[src/rtl/router_1xn.sv]
// Single-input, NCH-output byte-serial packet router with per-channel FIFOs.
// Optional per-channel idle-timeout flush is enabled by defining ROUTER_SOFT_RESET_EN.
module router_1xn #(
  parameter int WIDTH   = 8,
  parameter int NCH     = 3,
  parameter int DEPTH   = 16,
  parameter int TIMEOUT = 30
) (
  input  logic                 clk,
  input  logic                 resetn,
  input  logic [WIDTH-1:0]     data_in,
  input  logic                 pkt_valid,
  input  logic [NCH-1:0]       read_enb,
  output logic [NCH*WIDTH-1:0] data_out,
  output logic [NCH-1:0]       vld_out,
  output logic                 err,
  output logic                 busy
);

  localparam int AW = (NCH > 2) ? $clog2(NCH) : 1;
  localparam int LW = WIDTH - AW;
  localparam int PW = $clog2(DEPTH);
  localparam int CW = PW + 1;

  typedef enum logic [2:0] {
    S_IDLE,
    S_WAIT_EMPTY,
    S_LOAD,
    S_CHECK,
    S_DROP
  } state_t;

  state_t         r_state;
  state_t         w_state_nxt;
  logic [AW-1:0]  r_dest;
  logic [WIDTH-1:0] r_acc;
  logic [WIDTH-1:0] r_par;
  logic [LW:0]    r_cnt;
  logic [LW-1:0]  r_len;
  logic           r_err;

  logic [NCH-1:0] w_empty;
  logic [NCH-1:0] w_full;
  logic [NCH-1:0] w_flush;
  logic [NCH-1:0] w_wr;
  logic [NCH-1:0] w_in_sel;
  logic [NCH-1:0] w_dest_sel;
  logic [WIDTH-1:0] w_wdata;
  logic [AW-1:0]  w_hdr_addr;
  logic           w_in_range;
  logic           w_in_empty;
  logic           w_dest_full;
  logic           w_dest_empty;
  logic           w_dest_flush;

  assign w_hdr_addr = data_in[AW-1:0];
  assign err        = r_err;

  // One-hot decode avoids indexing channel vectors with an out-of-range address.
  always_comb begin
    w_in_sel   = '0;
    w_dest_sel = '0;
    for (int unsigned i = 0; i < NCH; i++) begin
      if (w_hdr_addr == AW'(i)) w_in_sel[i]   = 1'b1;
      if (r_dest == AW'(i))     w_dest_sel[i] = 1'b1;
    end
  end

  assign w_in_range   = |w_in_sel;
  assign w_in_empty   = |(w_in_sel & w_empty);
  assign w_dest_full  = |(w_dest_sel & w_full);
  assign w_dest_empty = |(w_dest_sel & w_empty);
  assign w_dest_flush = |(w_dest_sel & w_flush);

  always_comb begin
    w_state_nxt = r_state;
    w_wr        = '0;
    w_wdata     = data_in;
    busy        = 1'b0;
    case (r_state)
      S_IDLE: begin
        if (pkt_valid) begin
          if (!w_in_range) begin
            w_state_nxt = S_DROP;
          end else if (w_in_empty) begin
            w_wr        = w_in_sel;
            w_state_nxt = S_LOAD;
          end else begin
            w_state_nxt = S_WAIT_EMPTY;
          end
        end
      end
      S_WAIT_EMPTY: begin
        busy    = 1'b1;
        // The accumulator still holds the latched header at this point.
        w_wdata = r_acc;
        if (w_dest_empty) begin
          w_wr        = w_dest_sel;
          w_state_nxt = S_LOAD;
        end
      end
      S_LOAD: begin
        busy = w_dest_full;
        if (w_dest_flush) begin
          w_state_nxt = (!w_dest_full && !pkt_valid) ? S_IDLE : S_DROP;
        end else if (!w_dest_full) begin
          w_wr = w_dest_sel;
          if (!pkt_valid) w_state_nxt = S_CHECK;
        end
      end
      S_CHECK: begin
        busy        = 1'b1;
        w_state_nxt = S_IDLE;
      end
      S_DROP: begin
        if (!pkt_valid) w_state_nxt = S_IDLE;
      end
      default: w_state_nxt = S_IDLE;
    endcase
  end

  always_ff @(posedge clk or negedge resetn) begin
    if (!resetn) begin
      r_state <= S_IDLE;
      r_dest  <= '0;
      r_acc   <= '0;
      r_par   <= '0;
      r_cnt   <= '0;
      r_len   <= '0;
      r_err   <= 1'b0;
    end else begin
      r_state <= w_state_nxt;
      case (r_state)
        S_IDLE: begin
          if (pkt_valid) begin
            r_err  <= 1'b0;
            r_dest <= w_hdr_addr;
            r_len  <= data_in[WIDTH-1:AW];
            r_acc  <= data_in;
            r_cnt  <= '0;
          end
        end
        S_LOAD: begin
          if (w_dest_flush) begin
            if (!w_dest_full && !pkt_valid) r_err <= 1'b1;
          end else if (!w_dest_full) begin
            if (pkt_valid) begin
              r_acc <= r_acc ^ data_in;
              // Saturate so an over-long packet cannot wrap back to a matching length.
              if (r_cnt != '1) r_cnt <= r_cnt + 1'b1;
            end else begin
              r_par <= data_in;
            end
          end
        end
        S_CHECK: r_err <= (r_par != r_acc) || (r_cnt != {1'b0, r_len});
        S_DROP:  if (!pkt_valid) r_err <= 1'b1;
        default: ;
      endcase
    end
  end

  for (genvar g = 0; g < NCH; g++) begin : g_ch
    logic [WIDTH-1:0] r_mem [DEPTH];
    logic [PW-1:0]    r_wptr;
    logic [PW-1:0]    r_rptr;
    logic [CW-1:0]    r_count;
    logic [WIDTH-1:0] r_dout;
    logic             w_do_wr;
    logic             w_do_rd;

    assign w_empty[g] = (r_count == '0);
    assign w_full[g]  = (r_count == CW'(DEPTH));
    assign w_do_wr    = w_wr[g] && !w_flush[g];
    assign w_do_rd    = read_enb[g] && !w_empty[g] && !w_flush[g];
    assign vld_out[g] = !w_empty[g];
    assign data_out[g*WIDTH +: WIDTH] = r_dout;

    always_ff @(posedge clk) begin
      if (w_do_wr) r_mem[r_wptr] <= w_wdata;
    end

    always_ff @(posedge clk or negedge resetn) begin
      if (!resetn) begin
        r_wptr  <= '0;
        r_rptr  <= '0;
        r_count <= '0;
        r_dout  <= '0;
      end else if (w_flush[g]) begin
        r_wptr  <= '0;
        r_rptr  <= '0;
        r_count <= '0;
      end else begin
        if (w_do_wr) r_wptr <= r_wptr + 1'b1;
        if (w_do_rd) begin
          r_rptr <= r_rptr + 1'b1;
          r_dout <= r_mem[r_rptr];
        end
        if (w_do_wr && !w_do_rd)      r_count <= r_count + 1'b1;
        else if (!w_do_wr && w_do_rd) r_count <= r_count - 1'b1;
      end
    end

`ifdef ROUTER_SOFT_RESET_EN
    localparam int TW = $clog2(TIMEOUT + 1);
    logic [TW-1:0] r_tmr;

    assign w_flush[g] = !w_empty[g] && !read_enb[g] && (r_tmr == TW'(TIMEOUT - 1));

    always_ff @(posedge clk or negedge resetn) begin
      if (!resetn) begin
        r_tmr <= '0;
      end else if (w_empty[g] || read_enb[g] || w_flush[g]) begin
        r_tmr <= '0;
      end else begin
        r_tmr <= r_tmr + 1'b1;
      end
    end
`else
    assign w_flush[g] = 1'b0;
`endif
  end

endmodule

[config.mk]
export PLATFORM = sky130hd
export DESIGN_NAME = router_1xn
export DESIGN_NICKNAME = d
export VERILOG_FILES = /design/src/rtl/router_1xn.sv
export SDC_FILE = /design/constraint.sdc
export NUM_CORES = 1
export LEC_CHECK = 0
export BUFFER_PORTS_ARGS = -buffer_cell sky130_fd_sc_hd__buf_4
export CAP_MARGIN = 10
export CORE_MARGIN = 5
export CORE_UTILIZATION = 55
export CTS_CLUSTER_SIZE = 12
export DETAILED_ROUTE_END_ITERATION = 6
export GPL_TIMING_DRIVEN = 0
export PLACE_DENSITY = 0.74
export RECOVER_POWER = 25
export SYNTH_ARGS = -nofsm -noshare
export SYNTH_HDL_FRONTEND = slang
export SYNTH_SLANG_ARGS = --single-unit
[constraint.sdc]
create_clock -name clk -period 3.45 [get_ports clk]
set_input_delay 0.1725 -clock clk [delete_from_list [all_inputs] [get_ports clk]]
set_output_delay 0.1725 -clock clk [all_outputs]
set_load 0.01 [all_outputs]
==> key figures, run 1 <==
Detailed routing
  • Met2 WL post-DR: 20.3 mm
  • Initial DRC Count: 722
  • Met3 WL: 1.89 mm
  • M1 WL: 16.9 mm
  • Antenna Nets Post-Route: 0
  • DR DRC count: 0
  • Routed wire length: 39.8 mm
  • First-pass DRT Iterations: 5
  • Vias: 10600
  • DR top layer: met4
  • Vias/cell: 5.89
  • Wire per inst: 22.2 um

Logic synthesis
  • Synth top area share: 0.576
  • Synthesized flop and latch total: 482
  • Syn nets: 1209
  • Ys async rst share: 0.203
  • Post-synth cell types: 55
  • Cells after synthesis: 1163
  • Synth Warn #: 0
  • Register area share after synthesis: 0.698
  • Ys flop type: edfxtp_1
  • Synth area leaders: edfxtp_1, dfrtp_1, mux4_2
  • Dominant cell type by area after synthesis: edfxtp_1
  • Post-synth EDFFs: 384
  • Synthesized area per cell: 17.2 um^2
  • Post-Syn Area: 0.0200 mm^2

Power
  • Logic pwr share: 0.321
  • Seq pwr share: 0.421
  • Maximum vdd drop: 0.660 mV
  • Pwr dens: 845 mW/mm^2
  • Clock power share: 0.257
  • Static leakage: 7.95 nW
  • Int Pwr: 0.0131 W
  • Switching Fraction: 0.318
  • Net Switching: 0.00611 W

Placement
  • DP Worst Slack: -0.643 ns
  • Placed wire-length estimate: 24.7 mm
  • Routability congestion estimate: 0.823
  • Area post-placement: 0.0210 mm^2
  • Input/output buffers: 41

Floorplanning
  • Num rows: 70
  • Die Width: 201 um
  • Die H: 201 um
  • Die Area: 0.0403 mm^2
  • Core box area: 0.0363 mm^2
  • I/O pins: 43
  • Initial Util: 0.553

Clock tree
  • CTS max path bufs: 3
  • CTS H-Tree Depth: 2
  • CTS buffer count: 49
  • CTS clock-pin slew for the worst setup and hold paths: 0.06 ns
  • # clock sinks: 482
  • Latest clock arrival within the worst-skew pair: 0.55 ns
  • CTS tree: built
  • Clk root buf: clkbuf_16

Critical path
  • Cell family with most CP delay: compound AO/OA/AOI/OAI gates
  • Crit path max fanout: 10
  • WP buf/inv: 3
  • Critical path arrival: 3.70 ns
  • Crit. End Element: flip-flop
  • CP Data Required Time: 3.88 ns
  • Startpoint Class: flip-flop
  • Crit-path max cell delay: 0.46 ns
  • Worst-path cell chain: or2_2 > a2111oi_2 > a21oi_2 > inv_1 > clkbuf_4 > ha_1 > inv_2 > fa_1 > a21o_1 > a21oi_1 > xnor2_1 > nor2_2 > xor2_1
  • CP Class: flip-flop to flip-flop
  • Worst path slowest cell: dfrtp_2
  • WP depth: 13
  • Worst-case reg-to-reg path depth: 13

Global route
  • First-pass GRT wire length: 62.6 mm
  • Vias in the first global route: 11000
  • Total congestion overflow: 0
  • Initial antenna violation count: 0
  • Largest net degree at the start of global routing: 68
  • Gr usage total: 0.198

Timing
  • Crit path time final: 3.27 ns
  • Setup TNS: 0 ns
  • Hold Fails Final Rpt: 0
  • Final Cycle Share: 0.947
  • Setup Viol. Count Final: 0
  • Peak Freq: 0.306 GHz
  • Setup ws final: 0.184 ns
  • Worst slew margin: -0.323
  • Worst slew pin tran: 1.98 ns
  • Hold Slack: 0.0341 ns
  • Slew Limit Fails: 33
  • Worst-case clock skew: 0.0154 ns

Final layout
  • Filler Cells Inserted: 2581
  • Layout cells sized above 1: 0.220
  • Ant. Diodes: 0
  • Area grow syn2layout: 13.7%
  • Final net count: 1333
  • Post-route cell area: 0.0228 mm^2
  • Utilization after layout: 0.628

Status
  • Status: finished with violations
  • Violated checks: max-capacitance violations, max-slew violations

Worst hold path
  • HP Class: input pin to flip-flop
  • Hold depth: 3

Flow run
  • Maximum Capacitance Violations: 1
## power groups by stage
stage | Combinational (W) | Clock (W) | Sequential [W]
after floorplan | 0.00418 | 0 | 0.00813
after global placement | 0.00590 | 0 | 0.00820
after detailed placement | 0.00619 | 0 | 0.00817
after CTS | 0.00629 | 0.00505 | 0.00810
after global routing | 0.00676 | 0.00533 | 0.00818
final | 0.00618 | 0.00495 | 0.00811
## cells in the mapped netlist (2+ instances only)
cell type    n
xor2_1       5
fa_1         3
inv_1       26
a31oi_1     10
and2_1      19
o311ai_0    24
or3_1        4
edfxtp_1   384
nor3b_1      3
o21ai_0     26
ha_1        29
nand2_1     99
a21oi_1     15
nor3b_2      2
nor4b_1      2
nor4_1       5
nand4_1     10
mux2i_1     26
o211ai_1     2
clkinv_1     3
buf_2       21
nor3_1       8
and3_1      30
mux4_2      96
buf_4        2
nor2_1      13
dfrtp_1     98
a32o_1       4
and4b_1      7
nor2b_1      9
buf_1        4
xnor2_1     41
a21o_1       6
mux2_2      39
clkbuf_1    36
nand3_1     33
## path summary, 6_finish.rpt
path	from	endpoint	slack, ns
min reg2reg	r_len[3]	r_len[3]	0.50
min in group asynchronous	resetn	g_ch[2].r_wptr[1]	0.70
min	data_in[0]	r_state[2]	0.03
max in group asynchronous	resetn	g_ch[0].r_count[0]	0.66
max	r_state[2]	g_ch[0].r_count[4]	0.18
max reg2reg	r_state[2]	g_ch[0].r_count[4]	0.18
## metal layers
| layer | vias up | GRT usage |
|---|---|---|
| met2 | 258 | 0.334 |
| met4 | 0 | 0.0455 |
| met5 | - | 0 |
| met1 | 5435 | 0.275 |
| met3 | 55 | 0.0342 |
| li1 | 4813 | - |
## layout by cell type (no fill, tap or decap), types with 4 or more instances in the layout
cell / Yosys / final
or3_1: 4 / 4
buf_2: 21 / 19
inv_1: 26 / 24
ha_1: 29 / 28
clkbuf_1: 36 / 87
o311ai_0: 24 / 24
clkinv_2: 0 / 4
nor2b_1: 9 / 7
edfxtp_1: 384 / 384
o21ai_0: 26 / 24
mux2_2: 39 / 39
buf_4: 2 / 36
mux2i_1: 26 / 26
mux4_2: 96 / 96
nand2_1: 99 / 98
xnor2_1: 41 / 41
clkbuf_16: 0 / 51
nor2_1: 13 / 12
clkbuf_8: 0 / 4
buf_1: 4 / 4
nand3_1: 33 / 33
xor2_1: 5 / 5
nand4_1: 10 / 10
dfrtp_1: 98 / 94
dfrtp_2: 0 / 4
nor3_1: 8 / 8
a31oi_1: 10 / 10
a21oi_1: 15 / 13
and3_1: 30 / 30
clkbuf_4: 0 / 4
dlygate4sd3_1: 0 / 9
a21o_1: 6 / 6
and4b_1: 7 / 7
and2_1: 19 / 18
## cell families (layout without fill, tap and decap cells)
family | count (synthesis) | in the layout | share of synthesized area
mux | 161 | 161 | 0.143
buf+inv | 93 | 256 | 0.0191
xor+xnor | 46 | 46 | 0.0201
simple gates | 251 | 251 | 0.0656
compound gates | 98 | 98 | 0.0333
fa+ha+maj | 32 | 32 | 0.0211
flops | 482 | 482 | 0.698
## stage by stage
stage | instances | power (W)
after detailed placement | 1676 | 0.0144
after CTS | 1778 | 0.0194
after floorplan | 1163 | 0.0123
after global placement | 1672 | 0.0141
after global routing | 1794 | 0.0203
final | 1794 | 0.0192
## sequential cells by signal (all words and copies together), names as in the netlist
register and count:
err 1, r_par 8, r_len 6, g_ch.r_wptr 12, g_ch.r_dout 24, g_ch.r_rptr 12, r_state 3, g_ch.r_count 15
r_cnt 7, g_ch.r_mem 384, r_dest 2, r_acc 8
## worst min-delay path: stages
cell	delay, ns
clkbuf_1	0.18
nand2_1	0.12
a21oi_1	0.07
## what timing repair did
item                                   CTS  global route
gates resized for setup                 20            16
pin swaps                                3             5
hold buffers                             9             0
endpoints found under the hold margin   52             0
setup buffers                            3            13
setup endpoints to repair               31             3
## final cells by class
| cell class | count | area, um^2 | area share |
|---|---|---|---|
| flip-flops and latches | 482 | 14000 | 0.614 |
| clock buffers | 80 | 1430 | 0.0626 |
| multi-input cells | 588 | 5790 | 0.254 |
| clock inverters | 10 | 78.8 | 0.00346 |
| plain buffers | 62 | 275 | 0.0121 |
| repair buffers | 74 | 513 | 0.0225 |
| inverters | 30 | 123 | 0.00538 |
| well taps | 468 | 586 | 0.0257 |
Note: power is estimated with default switching activity, not from simulation.
==> inputs of run 2 (changes only) <==
--- a/config.mk
+++ b/config.mk
@@ -7,6 +7,7 @@
 export LEC_CHECK = 0
 export BUFFER_PORTS_ARGS = -buffer_cell sky130_fd_sc_hd__buf_4
 export CAP_MARGIN = 10
+export CORE_ASPECT_RATIO = 1.5
 export CORE_MARGIN = 5
 export CORE_UTILIZATION = 55
 export CTS_CLUSTER_SIZE = 12
==> run 2 against run 1 <==
Against the previous run: the run still ends with max-capacitance violations, max-slew violations left; wire length rose by 2.8%; hold slack better by 0.11 ns; total power fell by 1.5%; critical path depth rose by 1; sequential share of layout area is 0.44 points higher; via count is 0.41% higher; combinational power hardly changed; sequential cell count did not move; fmax is 0.65% lower; clock skew down 0.0033 ns; critical path type unchanged; critical endpoint unchanged; largest power group unchanged.
==> key figures, run 2 (synthesized netlist as in run 1, its figures left out) <==
Status
  • Status: finished with violations
  • Violated checks: max-capacitance violations, max-slew violations

Detailed routing
  • First-pass DRT Iterations: 5
  • DR DRC count: 0
  • Wire per inst: 22.7 um
  • Vias/cell: 5.90
  • Antenna Nets Post-Route: 0
  • Routed wire length: 40.9 mm
  • Vias: 10600
  • Initial DRC Count: 813

Timing
  • Final Cycle Share: 0.953
  • Worst-case clock skew: 0.0121 ns
  • Crit path time final: 3.29 ns
  • Worst slew margin: -0.380
  • Hold Fails Final Rpt: 0
  • Peak Freq: 0.304 GHz
  • Setup ws final: 0.162 ns
  • Worst slew pin tran: 2.07 ns
  • Hold Slack: 0.146 ns
  • Slew Limit Fails: 37
  • Setup Viol. Count Final: 0
  • Setup TNS: 0 ns

Critical path
  • CP Class: flip-flop to flip-flop
  • Worst-case reg-to-reg path depth: 14
  • CP Data Required Time: 3.88 ns
  • Critical path arrival: 3.72 ns
  • Crit path max fanout: 10
  • Worst R2R Start: g_ch[0].r_count[0]
  • Crit Reg-Reg Endpoint: g_ch[0].r_count[4]
  • Crit. End Element: flip-flop
  • Startpoint Class: flip-flop
  • R2R Setup Slk: 0.16 ns

Power
  • Int Pwr: 0.0128 W
  • Clock power share: 0.246
  • Pwr Total: 0.0190 W
  • Switching Fraction: 0.324
  • Static leakage: 7.86 nW
  • Pwr dens: 838 mW/mm^2
  • Seq pwr share: 0.427
  • Maximum vdd drop: 0.519 mV
  • Net Switching: 0.00615 W
  • Logic pwr share: 0.327

Floorplanning
  • Num rows: 85
  • Die H: 244 um
  • I/O pins: 43
  • Core box area: 0.0359 mm^2
  • Initial Util: 0.557
  • Die Width: 166 um
  • Die Area: 0.0404 mm^2

Final layout
  • Layout cells sized above 1: 0.208
  • Utilization after layout: 0.629
  • Leading cell type in the layout, fill and taps excluded: edfxtp_1
  • Most frequent cells in the layout: edfxtp_1, nand2_1, clkbuf_1, mux4_2, dfrtp_1
  • Number of flip-flops in the largest register: 384
  • Ant. Diodes: 0
  • Area grow syn2layout: 12.9%
  • Most flops, register: g_ch.r_mem
  • Final net count: 1328
  • Largest regs: g_ch.r_mem x384, g_ch.r_dout x24, g_ch.r_count x15

Placement
  • Routability congestion estimate: 0.870
  • DP Worst Slack: -0.406 ns
  • Input/output buffers: 41
  • Placed wire-length estimate: 26.1 mm

Clock tree
  • # clock sinks: 482
  • CTS buffer count: 46
  • CTS clock-pin slew for the worst setup and hold paths: 0.06 ns
  • Latest clock arrival within the worst-skew pair: 0.56 ns
  • CTS max path bufs: 3
  • Clk root buf: clkbuf_16
  • CTS tree: built
  • CTS H-Tree Depth: 2

Worst hold path
  • Hold Path End: g_ch[1].r_rptr[3]
  • Hold depth: 4
  • HP Class: input pin to flip-flop
  • Hold Path Origin: read_enb[1]

Global route
  • Largest net degree at the start of global routing: 64
  • Initial antenna violation count: 0
  • First-pass GRT wire length: 64.3 mm
  • Total congestion overflow: 0
  • Vias in the first global route: 11200
  • Gr usage total: 0.204

Flow run
  • Maximum Capacitance Violations: 1
-- run 2: final cells by class --
cell class	count	area, um^2
sequential	482	14000
fill	2594	13300
multi-input combinational	588	5790
clock buffer	82	1320
tap	478	598
timing repair buffer	72	490
buffer	62	277
inverter	30	118
clock inverter	4	38.8
-- run 2: power groups by stage --
| stage | logic, W | clock network [W] | registers (W) |
|---|---|---|---|
| final | 0.00620 | 0.00466 | 0.00810 |
| after detailed placement | 0.00625 | 0 | 0.00817 |
| after global placement | 0.00597 | 0 | 0.00819 |
| after global routing | 0.00675 | 0.00498 | 0.00818 |
| after CTS | 0.00634 | 0.00474 | 0.00809 |
| after floorplan | 0.00418 | 0 | 0.00813 |
-- run 2: through the flow --
| step | std cells | instance area [um^2] |
|---|---|---|
| finish | 1798 | 22600 |
| global route | 1798 | 22600 |
| CTS | 1788 | 22600 |
| detailed placement | 1689 | 21100 |
| global placement | 1682 | 20900 |
| floorplan | 1163 | 20000 |
-- run 2: critical path: stages, from the launching register on --
cell and delay [ns]:
dfrtp_1 0.46, nor4_4 0.31, nor2b_4 0.20, inv_1 0.14, and2_1 0.27, inv_2 0.16
buf_6 0.18, ha_2 0.23, inv_1 0.11, fa_1 0.41, a21o_1 0.17, a21oi_1 0.16
xnor2_1 0.14, nor2_1 0.07, xor2_1 0.15
-- run 2: how the worst max path moves through the flow --
stage	startpoint	endpoint	slack [ns]	depth (start not counted)
finish	g_ch[0].r_count[0]	g_ch[0].r_count[4]	0.16	14
detailed placement	g_ch[0].r_count[0]	g_ch[0].r_count[4]	-0.41	14
global placement	r_state[2]	g_ch[0].r_mem[0][1]	-2.93	5
floorplan	r_state[2]	g_ch[0].r_mem[0][0]	-0.10	5
CTS	r_state[2]	g_ch[0].r_count[4]	-0.06	13
global route	g_ch[1].r_count[2]	g_ch[1].r_count[4]	-0.02	13
-- run 2: layer usage --
layer / wire, um / vias up / global-route usage / share of wire
met4: 1300 / 0 / 0.0677 / 0.032
met2: 22500 / 263 / 0.380 / 0.55
met1: 15600 / 5472 / 0.247 / 0.38
met3: 1510 / 80 / 0.0235 / 0.037
li1: - / 4789 / - / -
met5: 0 / - / 0 / 0
-- run 2: repair_timing --
action | CTS | global route
endpoints found under the hold margin | 57 | 0
pin swaps | 1 | 5
endpoints found under the setup margin | 18 | 4
hold buffers | 10 | 0
cloned | 0 | 0
setup buffers | 3 | 10
gates resized for setup | 15 | 16
